`config.mk`:
```
export PLATFORM = sky130hd
export DESIGN_NAME = axi_rd_arbiter_flat
export DESIGN_NICKNAME = d
export VERILOG_FILES = /design/src/rtl/axi_rd_arbiter_if.sv /design/src/rtl/axi_rd_arbiter.sv /design/src/flat_wrapper.sv
export SDC_FILE = /design/constraint.sdc
export NUM_CORES = 1
export LEC_CHECK = 0
export ABC_AREA = 1
export CAP_MARGIN = 0
export CELL_PAD_IN_SITES_DETAIL_PLACEMENT = 0
export CELL_PAD_IN_SITES_GLOBAL_PLACEMENT = 1
export CORE_ASPECT_RATIO = 1.1
export CORE_MARGIN = 10
export CORE_UTILIZATION = 23
export DETAILED_ROUTE_END_ITERATION = 8
export PLACE_DENSITY_LB_ADDON = 0.1
export SETUP_SLACK_MARGIN = 0.4
export SLEW_MARGIN = 10
export SYNTH_ARGS = -nofsm -noshare
export SYNTH_HDL_FRONTEND = slang
export SYNTH_SLANG_ARGS = --single-unit
export TNS_END_PERCENT = 10
```
`constraint.sdc`:
```
create_clock -name clk -period 2.2 [get_ports clk]
set_input_delay 0.44 -clock clk [delete_from_list [all_inputs] [get_ports clk]]
set_output_delay 0.44 -clock clk [all_outputs]
set_load 0.02 [all_outputs]
```
`src/rtl/axi_rd_arbiter_if.sv`:
```
// axi_rd_arbiter_if: two cache-side AR/R request ports plus the shared memory-side AXI4 read port.
// master is the arbiter's view; slave is the view of the caches and memory around it.
interface axi_rd_arbiter_if #(
    parameter int ADDR_WIDTH = 32,
    parameter int DATA_WIDTH = 32
);
    logic [1:0]              m_arvalid, m_arready, m_rvalid, m_rready;
    logic [2*ADDR_WIDTH-1:0] m_araddr;
    logic [15:0]             m_arlen;
    logic [5:0]              m_arsize;
    logic [DATA_WIDTH-1:0]   m_rdata, s_rdata;
    logic [1:0]              m_rresp, s_rresp;
    logic                    m_rlast, s_rlast;
    logic                    s_arvalid, s_arready, s_rvalid, s_rready;
    logic [ADDR_WIDTH-1:0]   s_araddr;
    logic [7:0]              s_arlen;
    logic [2:0]              s_arsize;
    logic [3:0]              s_arid;

    modport master (
        input  m_arvalid, m_araddr, m_arlen, m_arsize, m_rready,
               s_arready, s_rvalid, s_rdata, s_rresp, s_rlast,
        output m_arready, m_rvalid, m_rdata, m_rresp, m_rlast,
               s_arvalid, s_araddr, s_arlen, s_arsize, s_arid, s_rready
    );

    modport slave (
        output m_arvalid, m_araddr, m_arlen, m_arsize, m_rready,
               s_arready, s_rvalid, s_rdata, s_rresp, s_rlast,
        input  m_arready, m_rvalid, m_rdata, m_rresp, m_rlast,
               s_arvalid, s_araddr, s_arlen, s_arsize, s_arid, s_rready
    );
endinterface

```
`src/rtl/axi_rd_arbiter.sv`:
```
// axi_rd_arbiter: round-robin, whole-burst arbiter sharing one AXI4 AR/R channel between ICache (0) and DCache (1).
module axi_rd_arbiter #(
    parameter int ADDR_WIDTH = 32,
    parameter int DATA_WIDTH = 32
) (
    input  logic             clk,
    input  logic             rst,
    axi_rd_arbiter_if.master bus,
    output logic             busy_o,
    output logic             err_o
);
    typedef enum logic [1:0] {IDLE, AR, R} state_t;
    localparam logic [DATA_WIDTH-1:0] ZERO_DATA = '0;
    state_t state, state_nxt, cur;
    logic grant, last_grant, win, first, beat;
    logic [ADDR_WIDTH-1:0] addr_q;
    logic [7:0] len_q;
    logic [2:0] size_q;
    logic [8:0] cnt;

    always_ff @(posedge clk) state <= rst ? IDLE : state_nxt;

    // cur forces IDLE outputs during reset; first blocks grants in the cycle right after it
    always_comb begin
        cur = rst ? IDLE : state;
        win = bus.m_arvalid[1] & (~bus.m_arvalid[0] | ~last_grant);
        bus.m_arready = (cur == IDLE && !first) ? bus.m_arvalid & (win ? 2'b10 : 2'b01) : 2'b00;
        bus.s_arvalid = cur == AR;
        bus.s_araddr = bus.s_arvalid ? addr_q : '0;
        bus.s_arlen = bus.s_arvalid ? len_q : '0;
        bus.s_arsize = bus.s_arvalid ? size_q : '0;
        bus.s_arid = {3'b000, grant & ~rst};
        bus.s_rready = cur == R && bus.m_rready[grant];
        bus.m_rvalid = (cur == R && bus.s_rvalid) ? (grant ? 2'b10 : 2'b01) : 2'b00;
        bus.m_rdata = cur == R ? bus.s_rdata : ZERO_DATA;
        bus.m_rresp = cur == R ? bus.s_rresp : 2'b00;
        bus.m_rlast = cur == R && bus.s_rlast;
        busy_o = cur != IDLE;
        beat = bus.s_rvalid && bus.s_rready;
        state_nxt = state == IDLE ? (|bus.m_arready ? AR : IDLE) :
                    state == AR ? (bus.s_arready ? R : AR) :
                    (beat && bus.s_rlast) ? IDLE : R;
    end

    always_ff @(posedge clk) begin
        if (rst) begin
            {grant, cnt, err_o, addr_q, len_q, size_q} <= '0;
            last_grant <= 1'b1;
            first <= 1'b1;
        end else begin
            first <= 1'b0;
            if (|bus.m_arready) begin
                grant <= win;
                addr_q <= win ? bus.m_araddr[2*ADDR_WIDTH-1:ADDR_WIDTH] : bus.m_araddr[ADDR_WIDTH-1:0];
                len_q <= win ? bus.m_arlen[15:8] : bus.m_arlen[7:0];
                size_q <= win ? bus.m_arsize[5:3] : bus.m_arsize[2:0];
            end
            if (state == AR && bus.s_arready) cnt <= '0;
            else if (beat) cnt <= cnt + {8'd0, ~&cnt};
            if (beat && bus.s_rlast) last_grant <= grant;
            // a beat is wrong whenever rlast and "counter reached arlen" disagree
            if ((state == IDLE && bus.s_rvalid) || (beat && (bus.s_rlast != (cnt == {1'b0, len_q})))) err_o <= 1'b1;
        end
    end
endmodule

```
`src/flat_wrapper.sv`:
```
// flat-port wrapper written by rule: the top's interface ports become plain ports
module axi_rd_arbiter_flat 
#(
    parameter int ADDR_WIDTH = 32,
    parameter int DATA_WIDTH = 32
)
  (clk, rst, busy_o, err_o, bus_m_arvalid, bus_m_araddr, bus_m_arlen, bus_m_arsize, bus_m_rready, bus_s_arready, bus_s_rvalid, bus_s_rdata, bus_s_rresp, bus_s_rlast, bus_m_arready, bus_m_rvalid, bus_m_rdata, bus_m_rresp, bus_m_rlast, bus_s_arvalid, bus_s_araddr, bus_s_arlen, bus_s_arsize, bus_s_arid, bus_s_rready);
  axi_rd_arbiter_if #(.ADDR_WIDTH(ADDR_WIDTH), .DATA_WIDTH(DATA_WIDTH)) bus_i ();
  input  logic clk;
  input  logic rst;
  output logic busy_o;
  output logic err_o;
  input wire logic [$bits(bus_i.m_arvalid)-1:0] bus_m_arvalid;
  input wire logic [$bits(bus_i.m_araddr)-1:0] bus_m_araddr;
  input wire logic [$bits(bus_i.m_arlen)-1:0] bus_m_arlen;
  input wire logic [$bits(bus_i.m_arsize)-1:0] bus_m_arsize;
  input wire logic [$bits(bus_i.m_rready)-1:0] bus_m_rready;
  input wire logic [$bits(bus_i.s_arready)-1:0] bus_s_arready;
  input wire logic [$bits(bus_i.s_rvalid)-1:0] bus_s_rvalid;
  input wire logic [$bits(bus_i.s_rdata)-1:0] bus_s_rdata;
  input wire logic [$bits(bus_i.s_rresp)-1:0] bus_s_rresp;
  input wire logic [$bits(bus_i.s_rlast)-1:0] bus_s_rlast;
  output wire logic [$bits(bus_i.m_arready)-1:0] bus_m_arready;
  output wire logic [$bits(bus_i.m_rvalid)-1:0] bus_m_rvalid;
  output wire logic [$bits(bus_i.m_rdata)-1:0] bus_m_rdata;
  output wire logic [$bits(bus_i.m_rresp)-1:0] bus_m_rresp;
  output wire logic [$bits(bus_i.m_rlast)-1:0] bus_m_rlast;
  output wire logic [$bits(bus_i.s_arvalid)-1:0] bus_s_arvalid;
  output wire logic [$bits(bus_i.s_araddr)-1:0] bus_s_araddr;
  output wire logic [$bits(bus_i.s_arlen)-1:0] bus_s_arlen;
  output wire logic [$bits(bus_i.s_arsize)-1:0] bus_s_arsize;
  output wire logic [$bits(bus_i.s_arid)-1:0] bus_s_arid;
  output wire logic [$bits(bus_i.s_rready)-1:0] bus_s_rready;
  assign bus_i.m_arvalid = bus_m_arvalid;
  assign bus_i.m_araddr = bus_m_araddr;
  assign bus_i.m_arlen = bus_m_arlen;
  assign bus_i.m_arsize = bus_m_arsize;
  assign bus_i.m_rready = bus_m_rready;
  assign bus_i.s_arready = bus_s_arready;
  assign bus_i.s_rvalid = bus_s_rvalid;
  assign bus_i.s_rdata = bus_s_rdata;
  assign bus_i.s_rresp = bus_s_rresp;
  assign bus_i.s_rlast = bus_s_rlast;
  assign bus_m_arready = bus_i.m_arready;
  assign bus_m_rvalid = bus_i.m_rvalid;
  assign bus_m_rdata = bus_i.m_rdata;
  assign bus_m_rresp = bus_i.m_rresp;
  assign bus_m_rlast = bus_i.m_rlast;
  assign bus_s_arvalid = bus_i.s_arvalid;
  assign bus_s_araddr = bus_i.s_araddr;
  assign bus_s_arlen = bus_i.s_arlen;
  assign bus_s_arsize = bus_i.s_arsize;
  assign bus_s_arid = bus_i.s_arid;
  assign bus_s_rready = bus_i.s_rready;
  axi_rd_arbiter #(.ADDR_WIDTH(ADDR_WIDTH), .DATA_WIDTH(DATA_WIDTH)) u_core (.clk(clk), .rst(rst), .bus(bus_i), .busy_o(busy_o), .err_o(err_o));
endmodule
```
# Yosys cells after proc, flatten, opt, wreduce, memory -nomap -nowiden
# Cells that the tools add are included.
[totals]
wordCells = 62
in_bits = 129
latchBits = 0
romBits = 0
ff_bits = 58
ramBits = 0
memories = 0
out_inout_bits = 90
[classes]
order_cmp = 1
n_addsub = 1
muxes = 21
n_div = 0
reduce_logical = 18
n_shift = 0
multipliers = 0
n_bitwise = 7
n_eq_ne = 5
[ops]
columns = ["cell", "n"]
rows = [
  ["$mux W32", 3],
  ["$mux W2", 10],
  ["$mux W8", 2],
  ["$add A9 B1 Y9", 1],
  ["$eq A9 B8 Y1", 1],
  ["$logic_and A1 B1 Y1", 9],
  ["$reduce_and A9 Y1", 1],
  ["$mux W3", 2],
  ["$eq A2 B1 Y1 const B", 2],
  ["$logic_not A2 Y1", 2],
  ["$mux W1", 4],
  ["$reduce_or A2 Y1", 2],
  ["$not A1 Y1", 3],
  ["$and A1 B1 Y1", 2],
  ["$and A2 B2 Y2", 1],
  ["$eq A2 B2 Y1 const B", 1],
  ["$logic_not A1 Y1", 2],
  ["$lt A1 B2 Y1 const B", 1],
  ["$reduce_bool A2 Y1", 1],
  ["$logic_or A1 B1 Y1", 1],
  ["$ne A1 B1 Y1", 1],
  ["$or A1 B1 Y1", 1],
]

# Depth between registers and ports, before layout
# Gate-level depths: netlist of run 1.
[logic_depth]
word_depth = 9
mapped_depth = 11
ltp_nobuf = 11

# Worst setup path before layout of run 1
# OpenSTA, ideal clock, no wires.
[synth_timing]
kind = "input -> output"
from = "in rst"
to = "out bus_s_araddr[0]"
t_required_ns = 1.760
path_stages = 5
slack_ns = 0.032
path_buffers = 2
arrival_time_ns = 1.728
path_cell_list = "buf_4 > nor2_1 > clkinv_1 > clkbuf_1 > nor2_1"
[synth_via]
elab_chain_len = 3
[synth_lines]
columns = ["item", "line_no", "text"]
rows = [
  ["start: declaration", "flat_wrapper.sv:10", "input logic rst;"],
  ["$mux W2", "axi_rd_arbiter.sv:25", "cur = rst ? IDLE : state;"],
  ["$eq A2 B1 Y1", "axi_rd_arbiter.sv:28", "bus.s_arvalid = cur == AR;"],
  ["net bus_s_arvalid", "flat_wrapper.sv:28", "output wire logic [$bits(bus_i.s_arvalid)-1:0] bus_s_arvalid;"],
  ["$mux W32", "axi_rd_arbiter.sv:29", "bus.s_araddr = bus.s_arvalid ? addr_q : '0;"],
  ["end: declaration", "flat_wrapper.sv:29", "output wire logic [$bits(bus_i.s_araddr)-1:0] bus_s_araddr;"],
]
# The timed path passes the listed nets, and every way through them passes these cells.

# Final worst setup path of run 1
[layout_timing]
from = "reg u_core.state[0]"
to = "out bus_s_araddr[20]"
[layout_via]
elab_chain_len = 3
[layout_lines]
columns = ["item", "line_no", "text"]
rows = [
  ["start: declaration", "axi_rd_arbiter.sv:14", "state_t state, state_nxt, cur;"],
  ["start signal: assignment", "axi_rd_arbiter.sv:21", "always_ff @(posedge clk) state <= rst ? IDLE : state_nxt;"],
  ["$mux W2", "axi_rd_arbiter.sv:25", ""],
  ["$eq A2 B1 Y1", "axi_rd_arbiter.sv:28", ""],
  ["$mux W32", "axi_rd_arbiter.sv:29", ""],
]
# No other way between the ends.

==> results of run 1 <==
==> through the flow <==
| stage | TNS (ns) | hold slack (ns) |
|---|---|---|
| finish | 0 | 0.480 |
| global route | 0 | 0.512 |
| CTS | 0 | 0.480 |
| detailed placement | -34.15 | 0.473 |
| global placement | -35.04 | 0.471 |
| floorplan | 0 | 0.451 |
==> synth_stat cells <==
cell      count
a211oi_1      2
a21oi_1      11
a31oi_1      43
buf_2         1
buf_4         8
buf_6         4
clkbuf_1     19
clkinv_1      2
conb_1        1
dfxtp_1      58
ha_1          2
inv_1        98
inv_2         3
nand2_1     128
nand2_2       5
nand3_1      10
nand3_4       1
nand4_1       3
nor2_1       96
nor2_2        2
nor2_4        4
nor2_8        1
nor3_1        4
nor4_1        1
o21ai_0       4
o21ai_1      43
o21ai_2       1
xor2_1        3
==> repair_timing <==
item / in CTS / in global routing
endpoints found under the setup margin: 135 / 93
gates resized for setup: 399 / 56
endpoints found under the hold margin: 0 / 0
pin swaps: 5 / 4
gates cloned: 5 / 2
buffers inserted: 9 / 1
hold buffers: 0 / 0
==> critical path, cell delays in order, from the launching register on <==
cell and delay, ns:
dfxtp_4 0.38, nand2_4 0.06, nor2_4 0.14, inv_8 0.08
buf_12 0.16, nor2_4 0.06, clkdlybuf4s15_2 0.26
==> placed cells by master, fill, tap and decap left out, types with 3 or more instances in the layout <==
cell type	instances
nor3_1	3
nor2_2	5
a31oi_1	43
buf_12	11
xor2_1	3
o21ai_0	4
conb_1	3
clkbuf_8	3
a21oi_1	11
nand2_2	5
inv_2	3
clkbuf_16	10
buf_16	3
dfxtp_1	53
buf_4	61
nand4_1	3
nor2_4	51
inv_1	98
nand2_1	126
dfxtp_2	4
nor2_1	46
o21ai_1	43
buf_6	23
clkdlybuf4s50_1	127
nand3_1	10
buf_2	26
==> power by group through the flow <==
stage               logic [mW]  clock network (mW)  registers [mW]
global route              1.08                1.35            1.20
detailed placement       0.918                   0            1.21
CTS                      0.978                1.32            1.19
global placement         0.912                   0            1.21
floorplan                0.477                   0            1.20
finish                   0.990                1.28            1.19
==> metal layers <==
layer	global-route usage (%)	wire length (um)	part of all wire, %	vias to the layer above
li1	-	-	-	2219
met1	17.2	6620	42	1909
met2	25.0	7600	48	148
met3	5.63	1310	8.4	11
met4	3.68	144	0.92	2
met5	0	9	0.057	-
==> cell type report <==
cell class | instances | area (um^2)
repair buffers | 261 | 2590
fillers | 1507 | 7750
flip-flops and latches | 58 | 1170
multi-input cells | 367 | 2090
clock buffers | 12 | 267
inverters | 103 | 394
well taps | 192 | 240
==> registers in the layout (all words and copies together), names as in the netlist <==
signal / flops
u_core.size_q: 3
u_core.state: 2
u_core.len_q: 8
u_core.cnt: 9
u_core.last_grant: 1
u_core.addr_q: 32
u_core.err_o: 1
u_core.first: 1
u_core.grant: 1
==> how the worst min path moves through the flow <==
stage	slack [ns]	endpoint
floorplan	0.45	u_core.last_grant
global placement	0.47	u_core.cnt[8]
detailed placement	0.47	u_core.cnt[8]
CTS	0.48	u_core.cnt[8]
global route	0.51	u_core.cnt[8]
finish	0.48	u_core.cnt[8]
==> kinds of logic after synthesis <==
logic type | Yosys count | synth area share (%)
and+or+nand+nor | 255 | 31.0
buffers and inverters | 135 | 16.6
AOI/OAI and AO/OA | 104 | 17.0
DFF | 58 | 33.9
xor gates and xnor gates | 3 | 0.766
adders and majority gates | 2 | 0.730
other | 1 | 0.109
==> summary.md, run 1 <==
| Metric | Value |
|---|---|
| Largest net degree at the start of global routing | `44` |
| Min Tclk post-route | `1.92 ns` |
| Area after DPL | `6260 um^2` |
| Switching power | `0.991 mW` |
| CP Launch Type | `register` |
| Total CTS buffers | `9` |
| Crit path kind | `register to primary output` |
| Data arrival time of the critical path | `1.48 ns` |
| Worst Path Max Fanout | `7` |
| Clk_skew | `0.00342 ns` |
| Synth Cell Area | `3430 um^2` |
| Top cell type's share of synthesized area | `33.9%` |
| Cell count after placement | `964` |
| Non-Filler Instances | `993` |
| WL/cell | `15.8 um` |
| Cells on worst reg2reg path | `9` |
| Worst r2r src | `u_core.cnt[6]` |
| Final setup vio count | `0` |
| Drt first-iter violations | `105` |
| Area Growth Syn to Fin | `97.0%` |
| Core area | `14500 um^2` |
| Reg2reg setup slack | `0.43 ns` |
| Fin area | `6760 um^2` |
| Total power | `3.46 mW` |
| Share of post-route cells with drive strength above 1 | `27.5%` |
| Initial core utilization | `23.6%` |
| RSZ-0062 raised after global routing | `yes` |
| Post-route ant nets | `0` |
| Worst VDD drop | `293 uV` |
| Req. time, crit path | `1.76 ns` |
| Final HPWL DP | `11700 um` |
| Vias in the first global route | `4238` |
| Vias | `4289` |
| Synthesized flop and latch total | `58` |
| Fin nets | `931` |
| Final Max Slew Viols | `0` |
| Leak pwr | `2.99 nW` |
| GRT Total Usage | `14.8%` |
| Worst skew pair latency | `0.32 ns` |
| Register area share after synthesis | `33.9%` |
| Combinational power share | `28.6%` |
| DR pass1 iterations | `5` |
| Pre-CTS setup slack | `-0.382 ns` |
| Clock slew at the register clock pins of the worst setup and hold paths | `0.05 ns` |
| First-pass GRT wire length | `23800 um` |
| Status | `complete, no violations` |
| Drc violations | `0` |
| RR Endpoint | `u_core.cnt[6]` |
| Max_cap viols | `0` |
| Clock Sinks | `58` |
| Routed wire length | `15700 um` |
| H-tree level count | `3` |
| CTS tree | `built` |
| Drt via density | `4.32` |
| CP startpoint | `u_core.state[0]` |
| Seq pwr share | `34.5%` |
| Final core utilization | `46.6%` |
| Clock root buffer | `clkbuf_16` |
| Syn Area/Cell | `6.15 um^2` |
| Post-route setup slack | `0.276 ns` |
| Die width | `136 um` |
| Total die area | `20200 um^2` |
| Post-synthesis instance total | `558` |
| Critical Path Sink | `bus_s_araddr[20]` |
| Post-synth top area cell | `dfxtp_1` |
| N_diodes | `0` |
| Final Cycle Share | `87.5%` |
| Clock share of power | `36.9%` |
| Synth Warn # | `0` |
| Clk buf depth | `2` |
| Min-Delay Startpoint | `u_core.cnt[8]` |
| Top cells by area, synth | `dfxtp_1 34%, nand2_1 14%, inv_1 11%, nor2_1 11%, a31oi_1 7.8%` |
| I/O Pins | `219` |
| CP endpoint kind | `primary output` |
| Unique cell type count in the Yosys netlist | `28` |
| Final Wtd Congestion | `0.850` |
| Internal power | `2.47 mW` |
| Switching Share | `28.6%` |
| Hold Path Cell Cnt | `2` |
| Count of final hold-check violations | `0` |
| Min-delay worst type | `register to register` |
| Fmax | `0.520 GHz` |
| PortBufs | `215` |
| Cell Pwr Density | `512 nW/um^2` |
| Grt ovf | `0` |
| Core Rows | `46` |
| Antenna violations before repair | `1` |
| Die height | `148 um` |
Note: power is estimated with default switching activity, not from simulation.
==> run 2, diff against run 1 <==
--- a/config.mk
+++ b/config.mk
@@ -9,9 +9,9 @@
 export CAP_MARGIN = 0
 export CELL_PAD_IN_SITES_DETAIL_PLACEMENT = 0
 export CELL_PAD_IN_SITES_GLOBAL_PLACEMENT = 1
-export CORE_ASPECT_RATIO = 1.1
 export CORE_MARGIN = 10
 export CORE_UTILIZATION = 23
+export CTS_CLUSTER_SIZE = 14
 export DETAILED_ROUTE_END_ITERATION = 8
 export PLACE_DENSITY_LB_ADDON = 0.1
 export SETUP_SLACK_MARGIN = 0.4
==> run 2 against run 1 <==
Sequential share of layout area rose by 0.20 points. Utilization decreased by 0.66 points. Combinational power down 1%. Clock skew grew 0.0047 ns. Final cell count decreased by 0.40%. Worst hold slack worse by 0.0022 ns. Total power is 7.6% higher. Register-to-register slack barely moved. Global-route usage rose by 0.31 points. First-iteration DRC count increased by 110%. Sequential power about the same. Sequential cell count did not move. Critical endpoint is now bus_s_araddr[18]. Highest routed layer is now met4.
==> summary.md, run 2 (synthesis results as in run 1) <==
| Metric | Value |
|---|---|
| Critical path's largest stage delay | `0.17 ns` |
| Post-route setup slack | `0.206 ns` |
| WHS | `0.478 ns` |
| Clock Sinks | `58` |
| Clk buf depth | `2` |
| Least-Margin Pin Slew | `0.509 ns` |
| Drt first-iter violations | `218` |
| Antenna violations before repair | `0` |
| Non-Filler Instances | `989` |
| First-pass GRT wire length | `24300 um` |
| Worst VDD drop | `341 uV` |
| Final setup vio count | `0` |
| Crit path kind | `primary input to primary output` |
| CP cell instances | `clkdlybuf4s15_1, buf_6, nor2_4, buf_12, inv_16, buf_12, buf_16, nor2_4, buf_6` |
| Slew margin rel. | `66.1%` |
| Leak pwr | `3.00 nW` |
| Final Cycle Share | `90.6%` |
| I/O Pins | `219` |
| GRT Total Usage | `15.2%` |
| Final Wtd Congestion | `0.833` |
| Max_cap viols | `0` |
| Post-route ant nets | `0` |
| CTS tree | `built` |
| Die height | `142 um` |
| Share of post-route cells with drive strength above 1 | `26.7%` |
| Final HPWL DP | `11500 um` |
| Largest net degree at the start of global routing | `48` |
| Max reg flops | `32` |
| N_diodes | `0` |
| CP endpoint kind | `primary output` |
| Fin nets | `932` |
| H-tree level count | `3` |
| Total CTS buffers | `9` |
| Data arrival time of the critical path | `1.55 ns` |
| Vias | `4294` |
| Status | `complete, no violations` |
| Clock root buffer | `clkbuf_16` |
| RSZ-0062 raised after global routing | `yes` |
| CP Launch Type | `primary input` |
| Fillcell total | `1471` |
| Routed wire length | `15900 um` |
| Drt via density | `4.34` |
| Clock slew at the register clock pins of the worst setup and hold paths | `0.05 ns` |
| Initial core utilization | `23.5%` |
| Count of final hold-check violations | `0` |
| Worst skew pair latency | `0.33 ns` |
| Pre-CTS setup slack | `-0.416 ns` |
| Core area | `14600 um^2` |
| Total die area | `20200 um^2` |
| Clk_skew | `0.00812 ns` |
| Grt ovf | `0` |
| Worst Path Max Fanout | `8` |
| Slowest-stage cell, CP | `clkdlybuf4s15_1` |
| Commonest non-fill, non-tap cells in the layout | `127 x nand2_1, 127 x clkdlybuf4s50_1, 98 x inv_1` |
| Core Rows | `44` |
| Vias in the first global route | `4352` |
| PortBufs | `215` |
| Total power | `3.72 mW` |
| Die width | `142 um` |
| Largest regs | `u_core.addr_q x32, u_core.cnt x9, u_core.len_q x8` |
| Final Max Slew Viols | `0` |
| WL/cell | `16.1 um` |
| Cell Pwr Density | `556 nW/um^2` |
| Drc violations | `0` |
| Req. time, crit path | `1.76 ns` |
| Min Tclk post-route | `1.99 ns` |
| Min-delay worst type | `register to register` |
| DR pass1 iterations | `4` |
| Top reg by flops | `u_core.addr_q` |
| Area Growth Syn to Fin | `95.3%` |
| Cell count after placement | `957` |
| Fmax | `0.502 GHz` |
==> run 2: cell types whose count changed in the layout (fill, tap and decap cells not counted), moves of 3 or more <==
cell             previous run  this run
buf_2                      26        53
buf_4                      61        35
nor2_1                     46        54
nor2_4                     51        45
clkdlybuf4s15_1             0         3
dfxtp_2                     4         1
==> run 2: per-stage QoR <==
step / util, % / cell area, um^2 / TNS (ns)
after global routing: 45.9 / 6700 / 0
after detailed placement: 42.9 / 6260 / -36.93
after CTS: 45.4 / 6620 / 0
final: 45.9 / 6700 / 0
after global placement: 42.9 / 6260 / -36.64
after floorplan: - / 3760 / 0
==> run 2: path summary, 6_finish.rpt <==
kind	from	endpoint	slack (ns)	cells past startpoint
setup / recovery	rst	bus_s_araddr[18]	0.21	9
hold / removal	u_core.last_grant	u_core.last_grant	0.48	2
setup reg to reg	u_core.cnt[4]	u_core.cnt[6]	0.44	9
hold reg to reg	u_core.last_grant	u_core.last_grant	0.48	2
==> run 2: critical path: cells and delay by family <==
| kind | cells | cell delay (ns) |
|---|---|---|
| buffers and inverters | 7 | 0.89 |
| AND/OR/NAND/NOR | 2 | 0.21 |
==> run 2: per-layer routing <==
layer | part of all wire [%] | up-vias | wire [um] | GRT usage [%]
li1 | - | 2220 | - | -
met1 | 43 | 1877 | 6880 | 18.0
met2 | 44 | 170 | 7070 | 23.5
met3 | 9.6 | 27 | 1540 | 6.41
met4 | 2.8 | 0 | 443 | 6.35
met5 | 0 | - | 0 | 0
==> run 2: what timing repair did <==
item | 4_1_cts | 5_1_grt
resized for setup | 392 | 24
pin swaps | 2 | 4
buffers inserted | 8 | 3
hold buffers | 0 | 0
setup endpoints to repair | 138 | 108
hold endpoints to repair | 0 | 0
gates cloned | 6 | 0
==> run 2: report_power, final <==
group | internal (mW) | switching (mW)
clock | 1.05 | 0.510
sequential | 1.14 | 0.0531
combinational | 0.493 | 0.483
==> run 2: cell type report <==
class	count	area, um^2	area share, %
Tap cell	184	230	3.44
Multi-Input combinational cell	367	2050	30.5
Timing Repair Buffer	261	2510	37.5
Sequential cell	58	1170	17.5
Timing Repair inverter	1	6.26	0.0934
Clock inverter	4	75.1	1.12
Clock buffer	11	253	3.77
Inverter	103	405	6.05
